==> src/rtl/trap_sequencer.sv <==
// Trap/return sequencer: arbitrates writeback exceptions, mret and machine
// interrupts, then issues one system-jump pulse with matching CSR strobes.
module trap_sequencer #(
    parameter int unsigned HOLDOFF = 2
) (
    input  logic        clk_i,
    input  logic        rst_i,
    input  logic        stall_i,
    input  logic        wbk_valid_i,
    input  logic [31:0] wbk_pc_i,
    input  logic        exc_valid_i,
    input  logic [3:0]  exc_cause_i,
    input  logic [31:0] exc_tval_i,
    input  logic        mret_i,
    input  logic [2:0]  irq_i,
    input  logic [2:0]  irq_en_i,
    input  logic        mstatus_mie_i,
    input  logic [31:0] mtvec_i,
    input  logic [31:0] mepc_i,
    output logic        sys_jump_o,
    output logic [31:0] sys_jump_addr_o,
    output logic        csr_trap_we_o,
    output logic        csr_mret_o,
    output logic [31:0] mepc_o,
    output logic [31:0] mcause_o,
    output logic [31:0] mtval_o,
    output logic        busy_o
);

    typedef enum logic [1:0] {
        ST_IDLE = 2'b00,
        ST_JUMP = 2'b01,
        ST_HOLD = 2'b10
    } state_t;

    localparam logic [3:0] HOLD_LOAD = 4'(HOLDOFF);

    state_t      r_state;
    state_t      w_state_nxt;
    logic [3:0]  r_cnt;
    logic [3:0]  w_cnt_nxt;

    logic        r_sys_jump;
    logic        r_trap_we;
    logic        r_mret;
    logic [31:0] r_jump_addr;
    logic [31:0] r_mepc;
    logic [31:0] r_mcause;
    logic [31:0] r_mtval;

    logic        w_sys_jump_nxt;
    logic        w_trap_we_nxt;
    logic        w_mret_nxt;
    logic [31:0] w_jump_addr_nxt;
    logic [31:0] w_mepc_nxt;
    logic [31:0] w_mcause_nxt;
    logic [31:0] w_mtval_nxt;

    logic [2:0]  w_irq_act;
    logic        w_irq_ok;
    logic [3:0]  w_irq_cause;
    logic [31:0] w_base;
    logic [31:0] w_irq_target;
    logic [31:0] w_mret_target;

    assign w_irq_act     = irq_i & irq_en_i;
    assign w_irq_ok      = (w_irq_act != 3'b000) && mstatus_mie_i && wbk_valid_i;
    assign w_base        = mtvec_i & 32'hFFFF_FFFC;
    assign w_mret_target = mepc_i & 32'hFFFF_FFFC;
    // Vectored mode offsets the base by 4*cause; the add wraps at 32 bits.
    assign w_irq_target  = (mtvec_i[1:0] == 2'b01)
                           ? (w_base + {26'b0, w_irq_cause, 2'b00}) : w_base;

    // Interrupt sub-priority: external, then software, then timer.
    always_comb begin
        if (w_irq_act[2]) begin
            w_irq_cause = 4'd11;
        end else if (w_irq_act[1]) begin
            w_irq_cause = 4'd3;
        end else begin
            w_irq_cause = 4'd7;
        end
    end

    // Next-state, hold counter and next output register values.
    always_comb begin
        w_state_nxt     = r_state;
        w_cnt_nxt       = r_cnt;
        w_sys_jump_nxt  = 1'b0;
        w_trap_we_nxt   = 1'b0;
        w_mret_nxt      = 1'b0;
        w_jump_addr_nxt = r_jump_addr;
        w_mepc_nxt      = r_mepc;
        w_mcause_nxt    = r_mcause;
        w_mtval_nxt     = r_mtval;
        case (r_state)
            ST_IDLE, ST_HOLD: begin
                if (r_state == ST_HOLD) begin
                    if (r_cnt <= 4'd1) begin
                        w_state_nxt = ST_IDLE;
                        w_cnt_nxt   = 4'd0;
                    end else begin
                        w_cnt_nxt   = r_cnt - 4'd1;
                    end
                end else begin
                    w_cnt_nxt = 4'd0;
                end
                // An accepted event overrides the hold countdown above.
                if (!stall_i && exc_valid_i) begin
                    w_state_nxt     = ST_JUMP;
                    w_cnt_nxt       = 4'd0;
                    w_sys_jump_nxt  = 1'b1;
                    w_trap_we_nxt   = 1'b1;
                    w_jump_addr_nxt = w_base;
                    w_mepc_nxt      = wbk_pc_i;
                    w_mcause_nxt    = {28'b0, exc_cause_i};
                    w_mtval_nxt     = exc_tval_i;
                end else if (!stall_i && mret_i) begin
                    w_state_nxt     = ST_JUMP;
                    w_cnt_nxt       = 4'd0;
                    w_sys_jump_nxt  = 1'b1;
                    w_mret_nxt      = 1'b1;
                    w_jump_addr_nxt = w_mret_target;
                end else if (!stall_i && w_irq_ok && (r_state == ST_IDLE)) begin
                    w_state_nxt     = ST_JUMP;
                    w_cnt_nxt       = 4'd0;
                    w_sys_jump_nxt  = 1'b1;
                    w_trap_we_nxt   = 1'b1;
                    w_jump_addr_nxt = w_irq_target;
                    w_mepc_nxt      = wbk_pc_i;
                    w_mcause_nxt    = {1'b1, 27'b0, w_irq_cause};
                    w_mtval_nxt     = 32'd0;
                end else begin
                    w_sys_jump_nxt  = 1'b0;
                end
            end
            ST_JUMP: begin
                w_state_nxt = ST_HOLD;
                w_cnt_nxt   = HOLD_LOAD;
            end
            default: begin
                w_state_nxt = ST_IDLE;
                w_cnt_nxt   = 4'd0;
            end
        endcase
    end

    // State, counter and output registers with synchronous active-low reset.
    always_ff @(posedge clk_i) begin
        if (!rst_i) begin
            r_state     <= ST_IDLE;
            r_cnt       <= 4'd0;
            r_sys_jump  <= 1'b0;
            r_trap_we   <= 1'b0;
            r_mret      <= 1'b0;
            r_jump_addr <= 32'd0;
            r_mepc      <= 32'd0;
            r_mcause    <= 32'd0;
            r_mtval     <= 32'd0;
        end else begin
            r_state     <= w_state_nxt;
            r_cnt       <= w_cnt_nxt;
            r_sys_jump  <= w_sys_jump_nxt;
            r_trap_we   <= w_trap_we_nxt;
            r_mret      <= w_mret_nxt;
            r_jump_addr <= w_jump_addr_nxt;
            r_mepc      <= w_mepc_nxt;
            r_mcause    <= w_mcause_nxt;
            r_mtval     <= w_mtval_nxt;
        end
    end

    assign sys_jump_o      = r_sys_jump;
    assign sys_jump_addr_o = r_jump_addr;
    assign csr_trap_we_o   = r_trap_we;
    assign csr_mret_o      = r_mret;
    assign mepc_o          = r_mepc;
    assign mcause_o        = r_mcause;
    assign mtval_o         = r_mtval;
    assign busy_o          = (r_state != ST_IDLE);

endmodule

==> config.mk <==
export PLATFORM = sky130hd
export DESIGN_NAME = trap_sequencer
export DESIGN_NICKNAME = d
export VERILOG_FILES = /design/src/rtl/trap_sequencer.sv
export SDC_FILE = /design/constraint.sdc
export NUM_CORES = 1
export LEC_CHECK = 0
export CAP_MARGIN = 20
export CORE_ASPECT_RATIO = 1.5
export CORE_MARGIN = 5
export CORE_UTILIZATION = 37
export CTS_BUF_LIST = sky130_fd_sc_hd__clkbuf_8 sky130_fd_sc_hd__clkbuf_16
export DETAILED_ROUTE_END_ITERATION = 8
export PLACE_DENSITY = 0.78
export SLEW_MARGIN = 10
export SYNTH_ARGS = -nofsm -noshare
export SYNTH_HDL_FRONTEND = slang
export SYNTH_SLANG_ARGS = --single-unit
export TNS_END_PERCENT = 20
==> constraint.sdc <==
create_clock -name clk_i -period 2.54 [get_ports clk_i]
set_clock_uncertainty 0.05 [all_clocks]
set_input_delay 0.635 -clock clk_i [delete_from_list [all_inputs] [get_ports clk_i]]
set_output_delay 0.635 -clock clk_i [all_outputs]
set_load 0.01 [all_outputs]
* Yosys cells after proc, flatten, opt, wreduce, memory -nomap -nowiden
Index checks and enable logic that the tools add are counted.
** Storage, ports and cells
- Bits in registers :: 137
- Input port bits :: 145
- Output and inout bits :: 132
- Word-level logic and storage cells :: 72
** Cells by class
- $add $sub $neg :: 2
- Order comparisons :: 1
- Equal/unequal tests :: 6
- Multiplexer cells :: 33
- Bitwise logic cells :: 3
- Reduce and logical (&&, ||, !) cells :: 18
** Operators with widths (number)
- $mux 32 :: 13
- $add 32x6->32 :: 1
- $mux 4 :: 6
- $mux 2 :: 5
- $ne 5x5->1 const B :: 2
- $pmux 4 s2 :: 1
- $logic_and 1x1->1 :: 6
- $mux 1 :: 6
- $reduce_and 2->1 :: 3
- $reduce_bool 3->1 :: 2
- $eq 2x1->1 const B :: 2
- $le 4x1->1 const B :: 1
- $pmux 2 s2 :: 1
- $reduce_bool 2->1 :: 2
- $sub 4x1->4 const B :: 1
- $and 3x3->3 :: 1
- $mux 3 :: 1
- $reduce_and 3->1 :: 1
- $reduce_or 3->1 :: 1
- $eq 2x2->1 const B :: 1
- $logic_not 2->1 :: 1
- $ne 2x2->1 const B :: 1
- $not 1->1 :: 2
- $reduce_or 2->1 :: 1
- $logic_not 1->1 :: 1

* Logic depth before layout (Yosys ltp)
Gate-level depths: netlist of the first run.
- Word-level depth :: 10
- Depth in mapped cells :: 9
- Mapped depth without buffers :: 8

* Worst setup path before layout of the first run
Ideal clock, no wire load.
- Path type :: input port to flip-flop
- Start point :: in irq_i[2]
- End point :: reg r_jump_addr[13], in the netlist sys_jump_addr_o[13]
- Setup time :: 0.128 ns
- Data arrival time :: 2.352 ns
- Data required time :: 2.362 ns
- Path slack :: 0.010 ns
- Stages :: 8
- Path buffers :: 0
- Path through :: and2_1 > a21oi_1 > ha_1 > o211ai_1 > a2111oi_0 > a21oi_1 > o21ai_0 > a21oi_1
** Between the ends
- Word-level cells in the longest chain between the ends :: 8
- Elaborated cells on any way between the ends :: 14
- Those cells by class :: 1 x add/sub; 5 x mux; 1 x bitwise; 7 x reduce/logical
** Ends and longest elaborated chain
- start, declared :: line 15 : input logic [2:0] irq_i,
- $and 3x3->3 (*) :: line 66 : assign w_irq_act = irq_i & irq_en_i;
- branches (longest 7 deep; another with $add 32x6->32)
- end signal, assigned :: line 166 : r_jump_addr <= w_jump_addr_nxt;
- end, declared :: line 46 : logic [31:0] r_jump_addr;
Mark *: on every way between the ends. The select of a mux whose other input is x is not followed.
A chain may end at the register's enable or synchronous reset.

* Worst setup path in the final report of the first run
- Start point :: in mtvec_i[14]
- End point :: reg r_jump_addr[21], in the netlist sys_jump_addr_o[21]
** Between the ends
- Word-level cells in the longest chain between the ends :: 5
** Ends and longest elaborated chain
- start, declared :: line 18 : input logic [31:0] mtvec_i,
- $add 32x6->32 :: line 72 : ? (w_base + {26'b0, w_irq_cause, 2'b00}) : w_base;
- $mux 32 :: line 72
- $mux 32 :: line 124 : end else if (!stall_i && w_irq_ok && (r_state == ST_IDLE)) begin
- $mux 32 :: line 118 : end else if (!stall_i && mret_i) begin
- $mux 32 :: line 109 : if (!stall_i && exc_valid_i) begin
Every way passes these cells. The select of a mux whose other input is x is not followed.

==> results of run 1 <==
==> critical path: cells and delay by family <==
family | cells | cell delay (ps)
simple gates | 3 | 1300
buf+inv | 1 | 520
compound gates | 2 | 310
==> per-layer routing <==
metal,vias up,wire (µm),GRT usage (%),share of wire (%)
met2,301,10530,41.00,50
met1,2939,7768,25.70,37
li1,3066,-,-,-
met3,53,1794,4.787,8.6
met5,-,0,0,0
met4,0,848,9.075,4.0
==> layout make-up <==
type	instances	area (µm²)
multi-input cells	532	3030
fillers	1289	5617
clock buffers	9	225.2
clock inverters	7	58.81
flip-flops and latches	108	2162
repair buffers	327	3128
inverters	16	60.06
well taps	196	245.2
==> sequential cells by signal, indices dropped and copies added, names as in the netlist <==
register         cells
mepc_o              32
mtval_o             32
sys_jump_addr_o     30
mcause_o             5
r_cnt                4
r_state              2
csr_mret_o           1
csr_trap_we_o        1
sys_jump_o           1
==> worst min path at each step <==
stage	endpoint	slack (ps)	depth (start not counted)
floorplan	r_cnt[0]$_SDFF_PN0_	380	1
CTS	mtval_o[14]$_SDFFE_PN0P_	400	2
global placement	mtval_o[19]$_SDFFE_PN0P_	390	2
detailed placement	mtval_o[14]$_SDFFE_PN0P_	390	2
finish	mtval_o[14]$_SDFFE_PN0P_	400	2
global route	mtval_o[0]$_SDFFE_PN0P_	420	2
==> cells by family (layout without fill, tap and decap cells) <==
family	Yosys count	after routing
flip-flops	108	108
multiplexers	3	3
buffers and inverters	100	359
XOR/XNOR	4	4
AO/OA/AOI/OAI	225	225
adder cells (fa/ha/maj)	5	5
other	1	29
AND/OR/NAND/NOR	266	266
==> metrics by stage <==
stage | std cells | setup slack, ps | TNS, ps | util [%] | hold slack, ps
finish | 1195 | 21.65 | 0 | 61.34 | 401.6
global route | 1195 | -21.42 | -42.83 | 61.34 | 418.7
CTS | 1195 | -3.220 | -3.220 | 61.13 | 403.9
detailed placement | 1178 | -692.2 | -24810 | 58.85 | 393.9
global placement | 1178 | -621.9 | -21470 | 58.85 | 387.3
floorplan | 740 | 10.03 | 0 | - | 380.1
==> where the power goes <==
group	switching (mW)	total [mW]	internal (mW)
registers	0.0610	1.86	1.80
clock network	0.688	1.37	0.683
logic	0.568	1.20	0.634
==> repair_timing <==
action | 4_1_cts | 5_1_grt
hold buffers | 0 | 0
hold endpoints to repair | 0 | 0
buffers inserted | 2 | 0
endpoints found under the setup margin | 26 | 9
resized for setup | 18 | 8
pin swaps | 10 | 7
==> cell usage in the layout (no fill, tap or decap), types with 3 or more instances in the layout <==
cell type	n
o221a_2	6
nand3_1	39
and4_1	3
nor3_1	7
a311oi_1	4
nand3b_1	3
inv_1	14
or4_1	8
o21ai_0	39
buf_12	5
clkdlybuf4s50_1	234
o21a_1	3
o31a_1	9
nand4_1	9
nor2b_1	3
nor4_1	8
and3_1	3
nand2_1	124
a21oi_1	91
o211ai_1	6
dlygate4sd2_1	9
xnor2_1	3
ha_1	3
a22oi_1	12
clkbuf_16	9
nor2_1	33
o31ai_1	4
a22o_1	6
a31oi_1	12
a221oi_1	7
nand2b_1	5
mux2i_1	3
conb_1	29
buf_4	76
dfxtp_1	108
==> flow_summary_export.csv, run 1 <==
group,metric,value,unit
status,status,"complete, no violations",
routing,wl_per_cell,17.53,µm
synth,synthAdderAreaFrac,1.143,%
layout,final_area,8910,µm²
clock_tree,cts_buffers,9,
routing,drt_iter0_drc,447,
layout,drive_gt1_share,12.61,%
synth,synth_compound_area_share,26.00,%
floorplanning,die_width,109.3,µm
critical_path,worstPathRequired,2790,ps
clock_tree,insertion_delay,340,ps
place,place_hpwl,16.08,mm
synth,synth_top_cell_area_share,39.52,%
floorplanning,core,14530,µm²
synth,synth_xor_area_share,0.6403,%
power,vdd_drop_max,0.0002692,V
synth,yosys_warnings,0,
global_route,first_global_vias,6078,
critical_path,endpoint,"sys_jump_addr_o[21]$_SDFFE_PN0P_",
synth,yosys_most_used_dff,"dfxtp_1",
clock_tree,htreeDepth,3,
sta,setup_viol,0,
floorplanning,die_y,158.9,µm
critical_path,worstSetupPathType,"in2reg",
routing,drc_errors,0,
synth,synth.most_common_cell,"nand2_1",
place,port_buffers,245,
synth,synth-seq-area-share,39.52,%
global_route,overflow,0,
sta,period_minus_slack,2518,ps
critical_path,worstReg2RegEnd,"sys_jump_addr_o[30]$_SDFFE_PN0P_",
routing,first_pass_iters,6,
global_route,antenna_found_initial,0,
sta,fmax,0.3971,GHz
layout,area_growth,62.84,%
critical_path,r2r-start,"r_state[0]$_SDFFE_PN0P_",
power,p_per_area,497.9,nW/µm²
floorplanning,start_util,37.67,%
synth,synth_cell_types,62,
global_route,grt_pass1_wl,31.66,mm
clock_tree,tritoncts,"built",
synth,synthMuxAreaShare,0.5488,%
clock_tree,clkTransAtPathRegs,80,ps
min_path,min-delay-start,"mtval_o[14]$_SDFFE_PN0P_",
synth,synth-seq-cells,108,
clock_tree,cts.sinks,108,
place,place_congestion,0.9249,
routing,via_per_inst,5.321,
critical_path,cp-startpoint,"mtvec_i[14]",
clock_tree,cts_buffer_depth,2,
sta,rsz0062_at_grt,"yes",
sta,hold_viol,0,
synth,synth_top_family_by_area,"compound AO/OA/AOI/OAI gates",
synth,async_flop_share,0,%
sta,slew_viol_final,0,
sta,period_share,99.15,%
critical_path,path_cells,"clkdlybuf4s50_1 > nand4_1 > or4_4 > or4_1 > a21oi_2 > o221a_2",
layout,num_antenna_cells,0,
critical_path,start_kind,"input port",
place,placed_area,8548,µm²
floorplanning,rows,54,
synth,synthTopCellsByArea,"dfxtp_1, a21oi_1, nand2_1",
synth,synth_edf_count,0,
routing,drt-total-wl,20.94,mm
layout,nets,1144,
min_path,hp-class,"reg2reg",
critical_path,cp_max_fo,7,
synth,synth_area_leader_cell,"dfxtp_1",
synth,synth-simple-area-share,23.07,%
floorplanning,die_area,17370,µm²
synth,synth_commonest_cells,"nand2_1, dfxtp_1, a21oi_1",
critical_path,cpMaxStageDelayCell,"or4_4",
routing,antenna_left,0,
critical_path,ff2ff_path_depth,6,
critical_path,endpoint_kind,"flip-flop",
global_route,gr-usage-all-layers,22.83,%
critical_path,r2r_setup_slack,520,ps
power,p_leak,3.363,nW
global_route,grt_max_degree,46,
critical_path,crit_path_max_incr_delay,570,ps
routing,vias,6359,
critical_path,crit_arrival,2760,ps
clock_tree,cts-root-buf,"clkbuf_16",
job,drv_cap,0,
power,power,4.437,mW
synth,syn_area,5471,µm²
synth,synth_cells,712,
floorplanning,ios,277,
synth,synth.avg_cell_area,7.685,µm²
(Power assumes the default switching activity.)
==> run 2: changes to the inputs <==
Settings changed: CORE_UTILIZATION 37 to 31, CTS_CLUSTER_SIZE from default to 25, PLACE_DENSITY 0.78 to 0.67.
==> flow_summary_export.csv, run 2 (synthesis results as in run 1) <==
group,metric,value,unit
layout,nFillCells,1651,
critical_path,start_kind,"input port",
layout,drive_gt1_share,13.11,%
place,place_congestion,0.8716,
clock_tree,cts_buffers,9,
global_route,antenna_found_initial,0,
sta,worst_slew_margin_rel,67.57,%
sta,hold_viol,0,
sta,rsz0062_at_grt,"yes",
routing,drt_iter0_drc,486,
global_route,gr-usage-all-layers,20.09,%
critical_path,ff2ff_path_depth,6,
critical_path,crit_arrival,2740,ps
routing,drc_errors,0,
routing,vias,6281,
floorplanning,rows,59,
routing,antenna_left,0,
critical_path,cp_common_cell,"or3_1",
layout,layout_commonest_cell,"clkdlybuf4s50_1",
floorplanning,core,17350,µm²
critical_path,endpoint_kind,"flip-flop",
place,place_hpwl,16.67,mm
floorplanning,die_width,118.5,µm
critical_path,worstSetupPathType,"in2reg",
global_route,grt_pass1_wl,33.53,mm
critical_path,critPathBufInv,2,
sta,slew_viol_final,0,
critical_path,worstPathRequired,2760,ps
sta,setup_viol,0,
routing,via_per_inst,5.148,
sta,worstMarginPinSlew,474.2,ps
min_path,whs_path_depth,2,
floorplanning,die_area,20460,µm²
critical_path,cpMaxStageDelayCell,"or3_1",
floorplanning,start_util,31.54,%
place,placed_area,8647,µm²
layout,final_area,9016,µm²
global_route,grt_max_degree,51,
layout,ff_latch_area,2162,µm²
power,vdd_drop_max,0.0002729,V
routing,first_pass_iters,5,
critical_path,path_cells,"clkdlybuf4s15_2 > and2_4 > buf_6 > ha_4 > o211ai_1 > a211o_1 > or3_1 > or3_1 > a31oi_1",
layout,area_growth,64.78,%
clock_tree,htreeDepth,3,
clock_tree,clkTransAtPathRegs,70,ps
floorplanning,die_y,172.7,µm
clock_tree,ctsHoldBuffers,0,
global_route,overflow,0,
floorplanning,ios,277,
min_path,hp-class,"reg2reg",
layout,nets,1152,
clock_tree,tritoncts,"built",
clock_tree,insertion_delay,350,ps
layout,multi_input_area,3019,µm²
layout,num_antenna_cells,0,
job,drv_cap,0,
power,p_per_area,506.4,nW/µm²
routing,wl_per_cell,17.87,µm
routing,drt-total-wl,21.80,mm
power,p_leak,3.408,nW
clock_tree,cts-root-buf,"clkbuf_16",
sta,holdWs,400.3,ps
critical_path,cp_max_fo,4,
critical_path,crit_path_max_incr_delay,390,ps
sta,period_minus_slack,2522,ps
sta,period_share,99.28,%
global_route,first_global_vias,6174,
layout,most-common-layout-cells,"clkdlybuf4s50_1, nand2_1, dfxtp_1",
sta,fmax,0.3965,GHz
critical_path,crit_family,"simple AND/OR/NAND/NOR gates",
critical_path,path_depth,9,
clock_tree,cts_buffer_depth,2,
status,status,"complete, no violations",
place,port_buffers,245,
clock_tree,cts.sinks,108,
## run 2: path summary, 6_finish.rpt
path / startpoint / end / slack (ps)
hold reg to reg: mtval_o[22]$_SDFFE_PN0P_ / mtval_o[22]$_SDFFE_PN0P_ / 400
setup reg to reg: r_state[0]$_SDFFE_PN0P_ / sys_jump_addr_o[30]$_SDFFE_PN0P_ / 520
setup / recovery: irq_i[2] / sys_jump_addr_o[27]$_SDFFE_PN0P_ / 20
hold / removal: mtval_o[22]$_SDFFE_PN0P_ / mtval_o[22]$_SDFFE_PN0P_ / 400
## run 2: worst min-delay path, delay by kind of cell, from the launching register on
family / cells / cell delay [ps]
compound gates: 1 / 50
flops: 1 / 310
simple gates: 1 / 50
## run 2: per-stage QoR
step,utilization [%],instances,worst slack [ps],TNS [ps],power (mW)
finish,51.97,1220,18.24,0,4.566
global route,51.97,1220,-63.27,-125.5,4.788
CTS,51.80,1219,1.068,0,4.605
detailed placement,49.84,1202,-701.8,-21620,3.116
global placement,49.84,1202,-629.5,-19560,3.105
floorplan,-,740,10.03,0,2.398
## run 2: what timing repair did
action	in CTS	in global routing
buffers inserted	2	1
endpoints found under the hold margin	0	0
resized for setup	25	5
endpoints found under the setup margin	25	7
pin swaps	10	3
## run 2: cell type report
type                    count  share of cell area [%]
repair buffers            335                   35.50
clock buffers              10                   2.651
multi-input cells         532                   33.49
well taps                 213                   2.956
inverters                  16                  0.6661
clock inverters             6                  0.7633
flip-flops and latches    108                   23.98
## run 2: power breakdown
group	switching (mW)	internal, mW	leakage [nW]
clock	0.674	0.803	0.155
combinational	0.577	0.651	2.37
sequential	0.0588	1.80	0.885
total	1.31	3.26	3.41
## run 2: routing by layer
layer / vias to the layer above / wire (µm) / GRT usage [%] / part of all wire (%)
met5: - / 0 / 0 / 0
met4: 0 / 566 / 6.998 / 2.6
met3: 39 / 1421 / 4.346 / 6.5
met2: 273 / 11240 / 36.46 / 52
met1: 2891 / 8571 / 23.03 / 39
li1: 3078 / - / - / -
